[src/rtl/hv_decoder_pkg.sv]
// Shared hypervector definitions: default width, distance width, word type and decoder FSM states.
// DIM defaults to 64 unless the `DIM macro is supplied by the build.
`ifndef DIM
`define DIM 64
`endif

package hv_decoder_pkg;

  localparam int unsigned HV_DIM    = `DIM;
  localparam int unsigned HV_DIST_W = $clog2(HV_DIM) + 1;

  typedef logic [HV_DIM-1:0]    dw_t;
  typedef logic [HV_DIST_W-1:0] dist_t;

  typedef enum logic [1:0] {
    ST_IDLE,
    ST_SCAN,
    ST_DONE
  } state_t;

endpackage

[src/rtl/hv_decoder_popcount.sv]
// Combinational population count; output is wide enough to represent WIDTH itself.
module popcount #(
  parameter int unsigned WIDTH = 64
) (
  input  logic [WIDTH-1:0]       i_data,
  output logic [$clog2(WIDTH):0] o_count
);

  localparam int unsigned CW = $clog2(WIDTH) + 1;

  always_comb begin
    o_count = '0;
    for (int unsigned i = 0; i < WIDTH; i++) begin
      o_count = o_count + CW'(i_data[i]);
    end
  end

endmodule

[src/rtl/hv_decoder.sv]
// Associative-memory decoder: unbinds a query, scans the item memory for the nearest entry.
// Optional HV_DECODER_THRESH_EN registers r_miss = (r_dist > THRE); otherwise r_miss is tied low.
`ifndef DIM
`define DIM 64
`endif

module hv_decoder
  import hv_decoder_pkg::*;
#(
  parameter int unsigned DIM      = `DIM,
  parameter int unsigned ITEM_NUM = 16,
  parameter int unsigned THRE     = DIM / 4
) (
  input  logic                        clk,
  input  logic                        rst_n,
  input  logic                        clr,
  input  logic                        im_wr,
  input  logic [$clog2(ITEM_NUM)-1:0] im_addr,
  input  logic [DIM-1:0]              im_data,
  output logic                        im_rdy,
  input  logic                        q_valid,
  output logic                        q_ready,
  input  logic [DIM-1:0]              q_hv,
  input  logic [DIM-1:0]              q_key,
  output logic                        r_valid,
  input  logic                        r_ready,
  output logic [$clog2(ITEM_NUM)-1:0] r_index,
  output logic [$clog2(DIM):0]        r_dist,
  output logic                        r_miss
);

  localparam int unsigned AW = $clog2(ITEM_NUM);
  localparam int unsigned DW = $clog2(DIM) + 1;

  state_t          r_state, w_next;
  logic [DIM-1:0]  r_u;
  logic [AW-1:0]   r_cnt;
  logic            r_last;
  logic [DW-1:0]   r_best_dist;
  logic [AW-1:0]   r_best_idx;
  logic [DIM-1:0]  r_im [ITEM_NUM];
  logic [DW-1:0]   w_dist;
  logic            w_accept;
  logic            w_commit;

  assign q_ready  = (r_state == ST_IDLE);
  assign im_rdy   = (r_state == ST_IDLE);
  assign r_valid  = (r_state == ST_DONE);
  assign w_accept = q_valid && q_ready && !clr;
  // The cycle after the last entry is compared copies the winner to the outputs.
  assign w_commit = (r_state == ST_SCAN) && r_last && !clr;

  always_comb begin
    w_next = r_state;
    if (clr) begin
      w_next = ST_IDLE;
    end else begin
      case (r_state)
        ST_IDLE: if (q_valid) w_next = ST_SCAN;
        ST_SCAN: if (r_last)  w_next = ST_DONE;
        ST_DONE: if (r_ready) w_next = ST_IDLE;
        default: w_next = ST_IDLE;
      endcase
    end
  end

  always_ff @(posedge clk) begin
    if (im_wr && im_rdy) r_im[im_addr] <= im_data;
  end

  popcount #(.WIDTH(DIM)) u_popcount (
    .i_data  (r_u ^ r_im[r_cnt]),
    .o_count (w_dist)
  );

  always_ff @(posedge clk or negedge rst_n) begin
    if (!rst_n) begin
      r_state     <= ST_IDLE;
      r_u         <= '0;
      r_cnt       <= '0;
      r_last      <= 1'b0;
      r_best_dist <= '1;
      r_best_idx  <= '0;
      r_index     <= '0;
      r_dist      <= '0;
    end else begin
      r_state <= w_next;
      if (w_accept) begin
        r_u         <= q_hv ^ q_key;
        r_cnt       <= '0;
        r_last      <= 1'b0;
        r_best_dist <= '1;
        r_best_idx  <= '0;
      end else if ((r_state == ST_SCAN) && !r_last) begin
        if (w_dist < r_best_dist) begin
          r_best_dist <= w_dist;
          r_best_idx  <= r_cnt;
        end
        if (r_cnt == AW'(ITEM_NUM - 1)) r_last <= 1'b1;
        else                            r_cnt  <= r_cnt + 1'b1;
      end
      if (w_commit) begin
        r_index <= r_best_idx;
        r_dist  <= r_best_dist;
      end
    end
  end

`ifdef HV_DECODER_THRESH_EN
  always_ff @(posedge clk or negedge rst_n) begin
    if (!rst_n)        r_miss <= 1'b0;
    else if (w_commit) r_miss <= (r_best_dist > DW'(THRE));
  end
`else
  assign r_miss = 1'b0;
`endif

endmodule

[config.mk]
export PLATFORM = sky130hd
export DESIGN_NAME = hv_decoder
export DESIGN_NICKNAME = d
export VERILOG_FILES = /design/src/rtl/hv_decoder_pkg.sv /design/src/rtl/hv_decoder_popcount.sv /design/src/rtl/hv_decoder.sv
export SDC_FILE = /design/constraint.sdc
export NUM_CORES = 1
export LEC_CHECK = 0
export CORE_MARGIN = 4
export CORE_UTILIZATION = 60
export DETAILED_ROUTE_END_ITERATION = 12
export MAX_ROUTING_LAYER = met4
export PLACE_DENSITY = 0.76
export SLEW_MARGIN = 20
export SYNTH_ARGS = -nofsm -noshare
export SYNTH_HDL_FRONTEND = slang
export SYNTH_SLANG_ARGS = --single-unit
[constraint.sdc]
create_clock -name clk -period 11.4 [get_ports clk]
set_clock_uncertainty 0.2 [all_clocks]
set_input_delay 2.28 -clock clk [delete_from_list [all_inputs] [get_ports clk]]
set_output_delay 2.28 -clock clk [all_outputs]
set_load 0.005 [all_outputs]
==> flow_metrics.tcl, run 1 <==
set metrics [dict create \
    ioPinCount 217 \
    cts_resized 0 \
    ctsHoldBuffers 0 \
    row_count 100 \
    slew_headroom 0.280 \
    cpPeakStageDelay_ns 1.14 \
    slew_viol_final 0 \
    routed_wirelength_um 104000 \
    routabilityCongestion 0.828 \
    maxCapViolCount 0 \
    initial_core_util 0.607 \
    synth_edf_count 1024 \
    yosys_warnings 0 \
    synthArstFlopShare 0.0833 \
    ys_top_cells_by_count "edfxtp_1 (1024), mux4_2 (256), a21oi_1 (133)" \
    slowest_stage "dfrtp_4" \
    end_kind "register" \
    synth.yosys.seq_area_share 0.730 \
    worst_pin_slew_ns 1.08 \
    grt_max_degree 74 \
    hold_depth 1 \
    synth_cell_types 42 \
    die_area_um2 79900 \
    crit_fanout 52 \
    crit_type "reg -> reg" \
    grt_use_total 0.275 \
    setup-tns-final_ns 0 \
    clk_pin_slew_ns 0.06 \
    syn_nets 2528 \
    synth_largest_area_cell "edfxtp_1" \
    hpwl_um 59200 \
    final_layout_size_suffix_gt1_frac 0.199 \
    ant_nets 0 \
    via_count 22800 \
    firstDrtPassIters 5 \
    synthCells 2249 \
    worstSkewPairLatency_ns 0.66 \
    clock-root-buffer "clkbuf_16" \
    hold_viol 0 \
    grt_pass1_wl_um 154000 \
    r2r_cells 30 \
    syn_area_um2 45300 \
    synth_top_area_frac 0.679 \
    wl_met3_um 10400 \
    clock_sinks 1117 \
    hold_path_class "reg -> reg" \
    grt_pass1_vias 23500 \
    cts_setup_buffers 0 \
    drc 0 \
    synth_ff_type "edfxtp_1" \
    post_drt_wl_per_cell_um 29.1 \
    top_layer "met4" \
    fmax_mhz 98.9 \
    synthTopCellsByArea "edfxtp_1 (68%), mux4_2 (13%), dfrtp_1 (4.8%), fa_1 (2.4%), xnor2_1 (1.8%)" \
    met1Wirelength_um 40900 \
    antenna_found_initial 5 \
    rr_endpoint "r_best_dist[1]" \
    cp-start-kind "register" \
    core_um2 74600 \
    crit_path_frequent_cell "fa_1" \
    met2_length_um 50600 \
    die_w_um 283 \
    rsz0062_at_grt "false" \
    clockBufferDepth 3 \
    drtIter0Drc 2761 \
    hp-start "r_index[0]" \
    r2r_slack_ns 1.29 \
    status "finished, final reports clean" \
    avgSynthCellArea_um2 20.1 \
    finalSetupViolations 0 \
    cp.arrival_ns 10.48 \
    grt_overflow 0 \
    rr_startpoint "r_cnt[2]" \
    min_period_over_period 0.887 \
    numPortBuffers 215 \
    min_to "r_index[0]" \
    cts-buffers-inserted 107 \
    ys_seq_elements 1117 \
    min_period_ns 10.11 \
    synthToLayoutAreaGrowth_pct 15.3 \
    synth_most_common_cell "edfxtp_1" \
    cts_tree "yes" \
    htreeDepth 3 \
    fp.dieH_um 283 \
    fin_nets 2804 \
    crit_required_ns 11.77 \
    vias_per_cell 6.34 \
]
[cell type report]
| cell class | instances | area [um2] |
|---|---|---|
| diodes | 4 | 10.0 |
| clock buffers | 144 | 2940 |
| clock inverters | 58 | 465 |
| fillers | 4447 | 22400 |
| inverters | 58 | 218 |
| multi-input cells | 958 | 11500 |
| flip-flops and latches | 1117 | 33100 |
| well taps | 969 | 1210 |
| repair buffers | 283 | 2740 |
[routing by layer]
metal  vias to the layer above  track usage
met5                         -            -
li1                       9501            -
met2                      1196        0.421
met4                         0       0.0718
met1                     11900        0.384
met3                       169       0.0648
[worst max-delay path by stage]
stage / end / slack [ns] / from
6_report: r_best_dist[1] / 1.29 / r_cnt[2]
5_1_grt: r_best_dist[1] / 0.84 / r_cnt[2]
4_1_cts: r_best_dist[1] / 1.32 / r_cnt[2]
3_5_place_dp: r_best_dist[1] / 1.35 / r_cnt[2]
3_3_place_gp: r_best_dist[6] / 1.51 / r_cnt[2]
2_1_floorplan: r_best_idx[0] / 2.60 / r_cnt[2]
[flip-flops by register name, indices dropped and copies added (netlist names)]
register and cells:
r_im 1024, r_u 64, r_best_dist 7, r_dist 7, r_best_idx 4, r_cnt 4
r_index 4, r_state 2, r_last 1
[through the flow]
| stage | worst slack [ns] | util | instances | hold slack, ns | area, um2 |
|---|---|---|---|---|---|
| floorplan | 2.60 | - | 2249 | 0.257 | 45300 |
| global placement | 1.51 | 0.654 | 3384 | 0.270 | 48800 |
| detailed placement | 1.35 | 0.654 | 3384 | 0.277 | 48800 |
| CTS | 1.32 | 0.700 | 3586 | 0.302 | 52200 |
| global route | 0.836 | 0.700 | 3591 | 0.327 | 52200 |
| finish | 1.29 | 0.700 | 3591 | 0.300 | 52200 |
[kinds of logic after synthesis]
group | synth area share
AOI/OAI and AO/OA | 0.0302
xor gates and xnor gates | 0.0259
adders and majority gates | 0.0302
buffers and inverters | 0.0179
DFF | 0.730
muxes | 0.145
other | 0.0000828
and+or+nand+nor | 0.0206
[worst max-delay path, delay by kind of cell, from the launching register on]
kind | cells | cell delay, ns
adders and majority gates | 10 | 4.66
AOI/OAI and AO/OA | 9 | 1.78
muxes | 1 | 0.56
xor gates and xnor gates | 2 | 0.37
and+or+nand+nor | 2 | 0.21
buffers and inverters | 6 | 1.05
DFF | 1 | 1.14
[cells in the final DEF (no fill, tap or decap), types with 10 or more instances in the layout]
cell / instances
edfxtp_1: 1024
nor2_1: 81
clkbuf_16: 109
clkbuf_1: 27
fa_1: 54
inv_1: 58
a211oi_2: 10
clkinv_2: 21
mux2i_1: 66
clkinv_1: 21
nor2_4: 12
a21oi_1: 133
mux4_2: 256
ha_1: 23
xor2_1: 39
nand2_1: 12
xnor2_1: 95
nor2b_1: 67
clkdlybuf4s50_1: 214
buf_4: 63
dfrtp_1: 82
a211oi_1: 55
Power of run 1 is left out: the tool's default activity adds up to more than one toggle a clock period on the data nets, which glitch-free logic cannot reach.
==> run 2: changes to the inputs <==
--- a/config.mk
+++ b/config.mk
@@ -6,10 +6,11 @@
 export NUM_CORES = 1
 export LEC_CHECK = 0
 export CORE_MARGIN = 4
-export CORE_UTILIZATION = 60
+export CORE_UTILIZATION = 62
+export CTS_BUF_LIST = sky130_fd_sc_hd__clkbuf_4
 export DETAILED_ROUTE_END_ITERATION = 12
 export MAX_ROUTING_LAYER = met4
-export PLACE_DENSITY = 0.76
+export PLACE_DENSITY = 0.79
 export SLEW_MARGIN = 20
 export SYNTH_ARGS = -nofsm -noshare
 export SYNTH_HDL_FRONTEND = slang
==> run 2 against run 1 <==
First-iteration DRC count increased by 2.4%. Die area is 3.1% lower. Sequential share of layout area barely moved. Cell count increased by 7.5%. Worst hold slack worse by 0.0065 ns. Flip-flop and latch count unchanged. Critical path depth down 2. Largest cell class unchanged. Register-to-register slack improved by 0.33 ns. Wire length rose by 1.8%. Via count rose by 5.5%. Final area is essentially flat. Maximum frequency is 3.3% higher.
==> flow_metrics.tcl, run 2 (synthesized netlist as in run 1, its figures left out) <==
set metrics [dict create \
    final_layout_size_suffix_gt1_frac 0.278 \
    drc 0 \
    synthToLayoutAreaGrowth_pct 15.3 \
    crit_type "reg -> reg" \
    min_period_over_period 0.858 \
    ant_nets 0 \
    crit_path_frequent_cell "fa_1" \
    clock_sinks 1117 \
    hold_viol 0 \
    cts_tree "yes" \
    grt_pass1_vias 25100 \
    core_um2 72000 \
    ioPinCount 217 \
    slowest_stage "dfrtp_4" \
    post_drt_wl_per_cell_um 27.5 \
    fin_nets 2999 \
    grt_use_total 0.289 \
    slew_viol_final 0 \
    reg_top3 "r_im x1024, r_u x64" \
    grt_overflow 0 \
    grt_pass1_wl_um 158000 \
    initial_core_util 0.629 \
    final-seq-area_um2 33100 \
    maxCapViolCount 0 \
    cp-start-kind "register" \
    crit_fanout 42 \
    multiInputGateArea_um2 11500 \
    fp.dieH_um 278 \
    finalSetupViolations 0 \
    r2r_slack_ns 1.62 \
    end_kind "register" \
    htreeDepth 5 \
    clk_pin_slew_ns 0.07 \
    rsz0062_at_grt "false" \
    row_count 98 \
    hold_path_class "reg -> reg" \
    setup_slack_ns 1.62 \
    worstSkewPairLatency_ns 1.09 \
    cpPeakStageDelay_ns 0.91 \
    routed_wirelength_um 106000 \
    final_cell_mix "edfxtp_1 (1024), clkbuf_4 (417), mux4_2 (256), clkdlybuf4s50_1 (214), a21oi_1 (133)" \
    numPortBuffers 215 \
    layout_commonest_cell "edfxtp_1" \
    vias_per_cell 6.22 \
    via_count 24000 \
    place_area_um2 48800 \
    postLayoutCoreUtil 0.726 \
    antenna_found_initial 15 \
    slew_headroom 0.341 \
    fin_area_um2 52200 \
    drtIter0Drc 2827 \
    num-fill-cells 4129 \
    clock-root-buffer "clkbuf_4" \
    top_register "r_im" \
    cts_resized 0 \
    place_ws_ns 1.64 \
    routabilityCongestion 0.804 \
    clockBufferDepth 4 \
    worst_pin_slew_ns 0.988 \
    ctsHoldBuffers 0 \
    grt_max_degree 74 \
    cts_setup_buffers 0 \
    fmax_mhz 102 \
    crit_required_ns 12.23 \
    min_period_ns 9.78 \
    die_w_um 278 \
    largest_reg_flops 1024 \
    hpwl_um 60300 \
    die_area_um2 77400 \
    cts-buffers-inserted 292 \
    firstDrtPassIters 5 \
    status "finished, final reports clean" \
    setup-tns-final_ns 0 \
    cp.arrival_ns 10.62 \
]
-- run 2: changes by cell type in the layout (fill, tap and decap cells not counted), moves of 5 or more --
| cell | before | now |
|---|---|---|
| clkinv_2 | 21 | 5 |
| clkinv_1 | 21 | 42 |
| clkbuf_8 | 8 | 0 |
| bufinv_16 | 6 | 1 |
| buf_4 | 63 | 74 |
| clkbuf_1 | 27 | 0 |
| clkbuf_16 | 109 | 0 |
| clkbuf_4 | 0 | 417 |
| inv_2 | 0 | 7 |
| diode_2 | 4 | 13 |
-- run 2: critical path: cells and delay by family, from the launching register on --
family	cells	cell delay (ns)
xor gates and xnor gates	2	0.42
adders and majority gates	10	4.68
buffers and inverters	5	1.03
and+or+nand+nor	1	0.09
AOI/OAI and AO/OA	9	1.85
muxes	1	0.51
DFF	1	0.91
-- run 2: metal layers --
layer,up-vias,track usage,wire [um]
met5,-,-,0
met4,0,0.101,2760
met3,193,0.0884,12700
met2,1526,0.421,50200
met1,12200,0.397,40500
li1,10100,-,-
-- run 2: final cells by class --
class | count | share of cell area
Tap cell | 950 | 0.0228
Multi-Input combinational cell | 958 | 0.220
Clock buffer | 417 | 0.0599
Inverter | 58 | 0.00417
Clock inverter | 56 | 0.00472
Sequential cell | 1117 | 0.634
Timing Repair Buffer | 293 | 0.0536
Antenna cell | 13 | 0.000623
-- run 2: final timing paths --
check	start	to	depth (start not counted)
worst max-delay path	r_cnt[2]	r_best_dist[6]	28
worst min-delay path	r_index[0]	r_index[0]	1
worst max register to register	r_cnt[2]	r_best_dist[6]	28
worst min register to register	r_index[0]	r_index[0]	1
max in group asynchronous	rst_n	r_cnt[2]	2
min in group asynchronous	rst_n	r_u[15]	1
-- run 2: per-stage QoR --
| stage | instances | hold slack [ns] |
|---|---|---|
| final | 3862 | 0.294 |
| after global routing | 3861 | 0.304 |
| after CTS | 3848 | 0.303 |
| after detailed placement | 3375 | 0.286 |
| after global placement | 3375 | 0.276 |
| after floorplan | 2249 | 0.257 |
Power of run 2 is left out for the same reason.
==> run 3: changes to the inputs <==
--- a/config.mk
+++ b/config.mk
@@ -6,12 +6,11 @@
 export NUM_CORES = 1
 export LEC_CHECK = 0
 export CORE_MARGIN = 4
-export CORE_UTILIZATION = 62
+export CORE_UTILIZATION = 67
 export CTS_BUF_LIST = sky130_fd_sc_hd__clkbuf_4
 export DETAILED_ROUTE_END_ITERATION = 12
 export MAX_ROUTING_LAYER = met4
-export PLACE_DENSITY = 0.79
-export SLEW_MARGIN = 20
+export PLACE_DENSITY = 0.84
 export SYNTH_ARGS = -nofsm -noshare
 export SYNTH_HDL_FRONTEND = slang
 export SYNTH_SLANG_ARGS = --single-unit
==> constraint.sdc (replaced) <==
create_clock -name clk -period 11.9 [get_ports clk]
set_clock_uncertainty 0.2 [all_clocks]
set_input_delay 2.38 -clock clk [delete_from_list [all_inputs] [get_ports clk]]
set_output_delay 2.38 -clock clk [all_outputs]
set_load 0.005 [all_outputs]
==> run 3 against run 2 <==
Flip-flop and latch count unchanged. Critical path type unchanged. Utilization up 4.8 points. Count of clock-buffer cells in the layout down 23. Worst setup slack worse by 0.22 ns. Via count up 1.2%.
==> flow_metrics.tcl, run 3 (synthesized netlist as in run 1, its figures left out) <==
set metrics [dict create \
    status "finished, final reports clean" \
    r2r_slack_ns 1.39 \
    rsz0062_at_grt "false" \
    multiInputGateArea_um2 11500 \
    clock_sinks 1117 \
    crit_buf_inv 7 \
    die_area_um2 71800 \
    crit_start "r_cnt[2]" \
    final_cell_mix "edfxtp_1 (1024), clkbuf_4 (394), mux4_2 (256), clkdlybuf4s50_1 (214), a21oi_1 (133)" \
    row_count 95 \
    grt_max_degree 76 \
    slew_headroom 0.232 \
    crit_required_ns 12.70 \
    crit_path_frequent_cell "fa_1" \
    crit_family "adder cells" \
    maxCapViolCount 0 \
    largest_reg_flops 1024 \
    ioPinCount 217 \
    routabilityCongestion 0.872 \
    drc 0 \
    ctsHoldBuffers 0 \
    routed_wirelength_um 107000 \
    drtIter0Drc 2626 \
    firstDrtPassIters 6 \
    cts_tree "yes" \
    crit_type "reg -> reg" \
    antenna_found_initial 7 \
    rr_endpoint "r_best_dist[6]" \
    min_period_over_period 0.883 \
    crit_fanout 47 \
    fin_nets 2965 \
    hold_ws_ns 0.287 \
    rr_startpoint "r_cnt[2]" \
    synthToLayoutAreaGrowth_pct 14.6 \
    end_kind "register" \
    clockBufferDepth 4 \
    hold_path_class "reg -> reg" \
    place_area_um2 48500 \
    layout_commonest_cell "edfxtp_1" \
    fin_area_um2 51900 \
    reg_top3 "r_im x1024, r_u x64" \
    post_drt_wl_per_cell_um 28.5 \
    grt_pass1_wl_um 158000 \
    slew_viol_final 0 \
    vias_per_cell 6.49 \
    clk_pin_slew_ns 0.06 \
    clock-root-buffer "clkbuf_4" \
    core_um2 67000 \
    cts-buffers-inserted 285 \
    die_w_um 268 \
    fp.dieH_um 268 \
    final-seq-area_um2 33100 \
    cp_num_cells 31 \
    endpoint "r_best_dist[6]" \
    worstSkewPairLatency_ns 1.09 \
    cts_setup_buffers 0 \
    top_register "r_im" \
    htreeDepth 5 \
    setup_slack_ns 1.39 \
    via_count 24300 \
    min_period_ns 10.51 \
    num-fill-cells 3417 \
    final_layout_size_suffix_gt1_frac 0.266 \
    cp.arrival_ns 11.31 \
    fmax_mhz 95.2 \
    worst_pin_slew_ns 1.15 \
    hold_viol 0 \
    place_ws_ns 1.41 \
    ant_nets 0 \
    cts_resized 0 \
    grt_use_total 0.315 \
    finalSetupViolations 0 \
    grt_pass1_vias 25400 \
    hpwl_um 58800 \
    initial_core_util 0.676 \
    cpPeakStageDelay_ns 0.97 \
    cp-start-kind "register" \
    grt_overflow 0 \
    numPortBuffers 215 \
    slowest_stage "dfrtp_4" \
    setup-tns-final_ns 0 \
    r2r_cells 31 \
]
run 3: through the flow:
step,util,instances
4_1_cts,0.774,3744
5_1_grt,0.774,3751
3_5_place_dp,0.724,3272
2_1_floorplan,-,2249
6_report,0.774,3752
3_3_place_gp,0.724,3272
run 3: how the worst min path moves through the flow:
stage | endpoint | cells past startpoint | from
after CTS | r_state[0] | 1 | r_state[1]
final | r_state[0] | 1 | r_state[1]
after global placement | r_dist[1] | 1 | r_dist[1]
after global routing | r_state[0] | 1 | r_state[1]
after detailed placement | r_index[1] | 1 | r_index[1]
after floorplan | r_state[0] | 1 | r_state[1]
run 3: layer usage:
metal | global-route usage | wire (um) | up-vias
li1 | - | - | 9990
met1 | 0.424 | 38500 | 12400
met2 | 0.485 | 53600 | 1704
met3 | 0.0796 | 12000 | 221
met4 | 0.108 | 3000 | 0
met5 | - | 0 | -
run 3: final cells by class:
cell class                 count  area share
sequential                  1117       0.638
clock buffer                 394      0.0570
inverter                      58     0.00420
multi-input combinational    958       0.222
tap                          873      0.0211
antenna                        8    0.000386
clock inverter                78     0.00697
timing repair buffer         266      0.0505
run 3: worst register-to-register path: cells and delay by family (launching register included):
family                   cells  cell delay [ns]
flip-flops                   1             0.97
XOR/XNOR                     2             0.42
buffers and inverters        7             1.02
AO/OA/AOI/OAI                9             2.29
AND/OR/NAND/NOR              2             0.21
multiplexers                 1             0.57
adder cells (fa/ha/maj)     10             4.74
Power of run 3 is left out for the same reason.
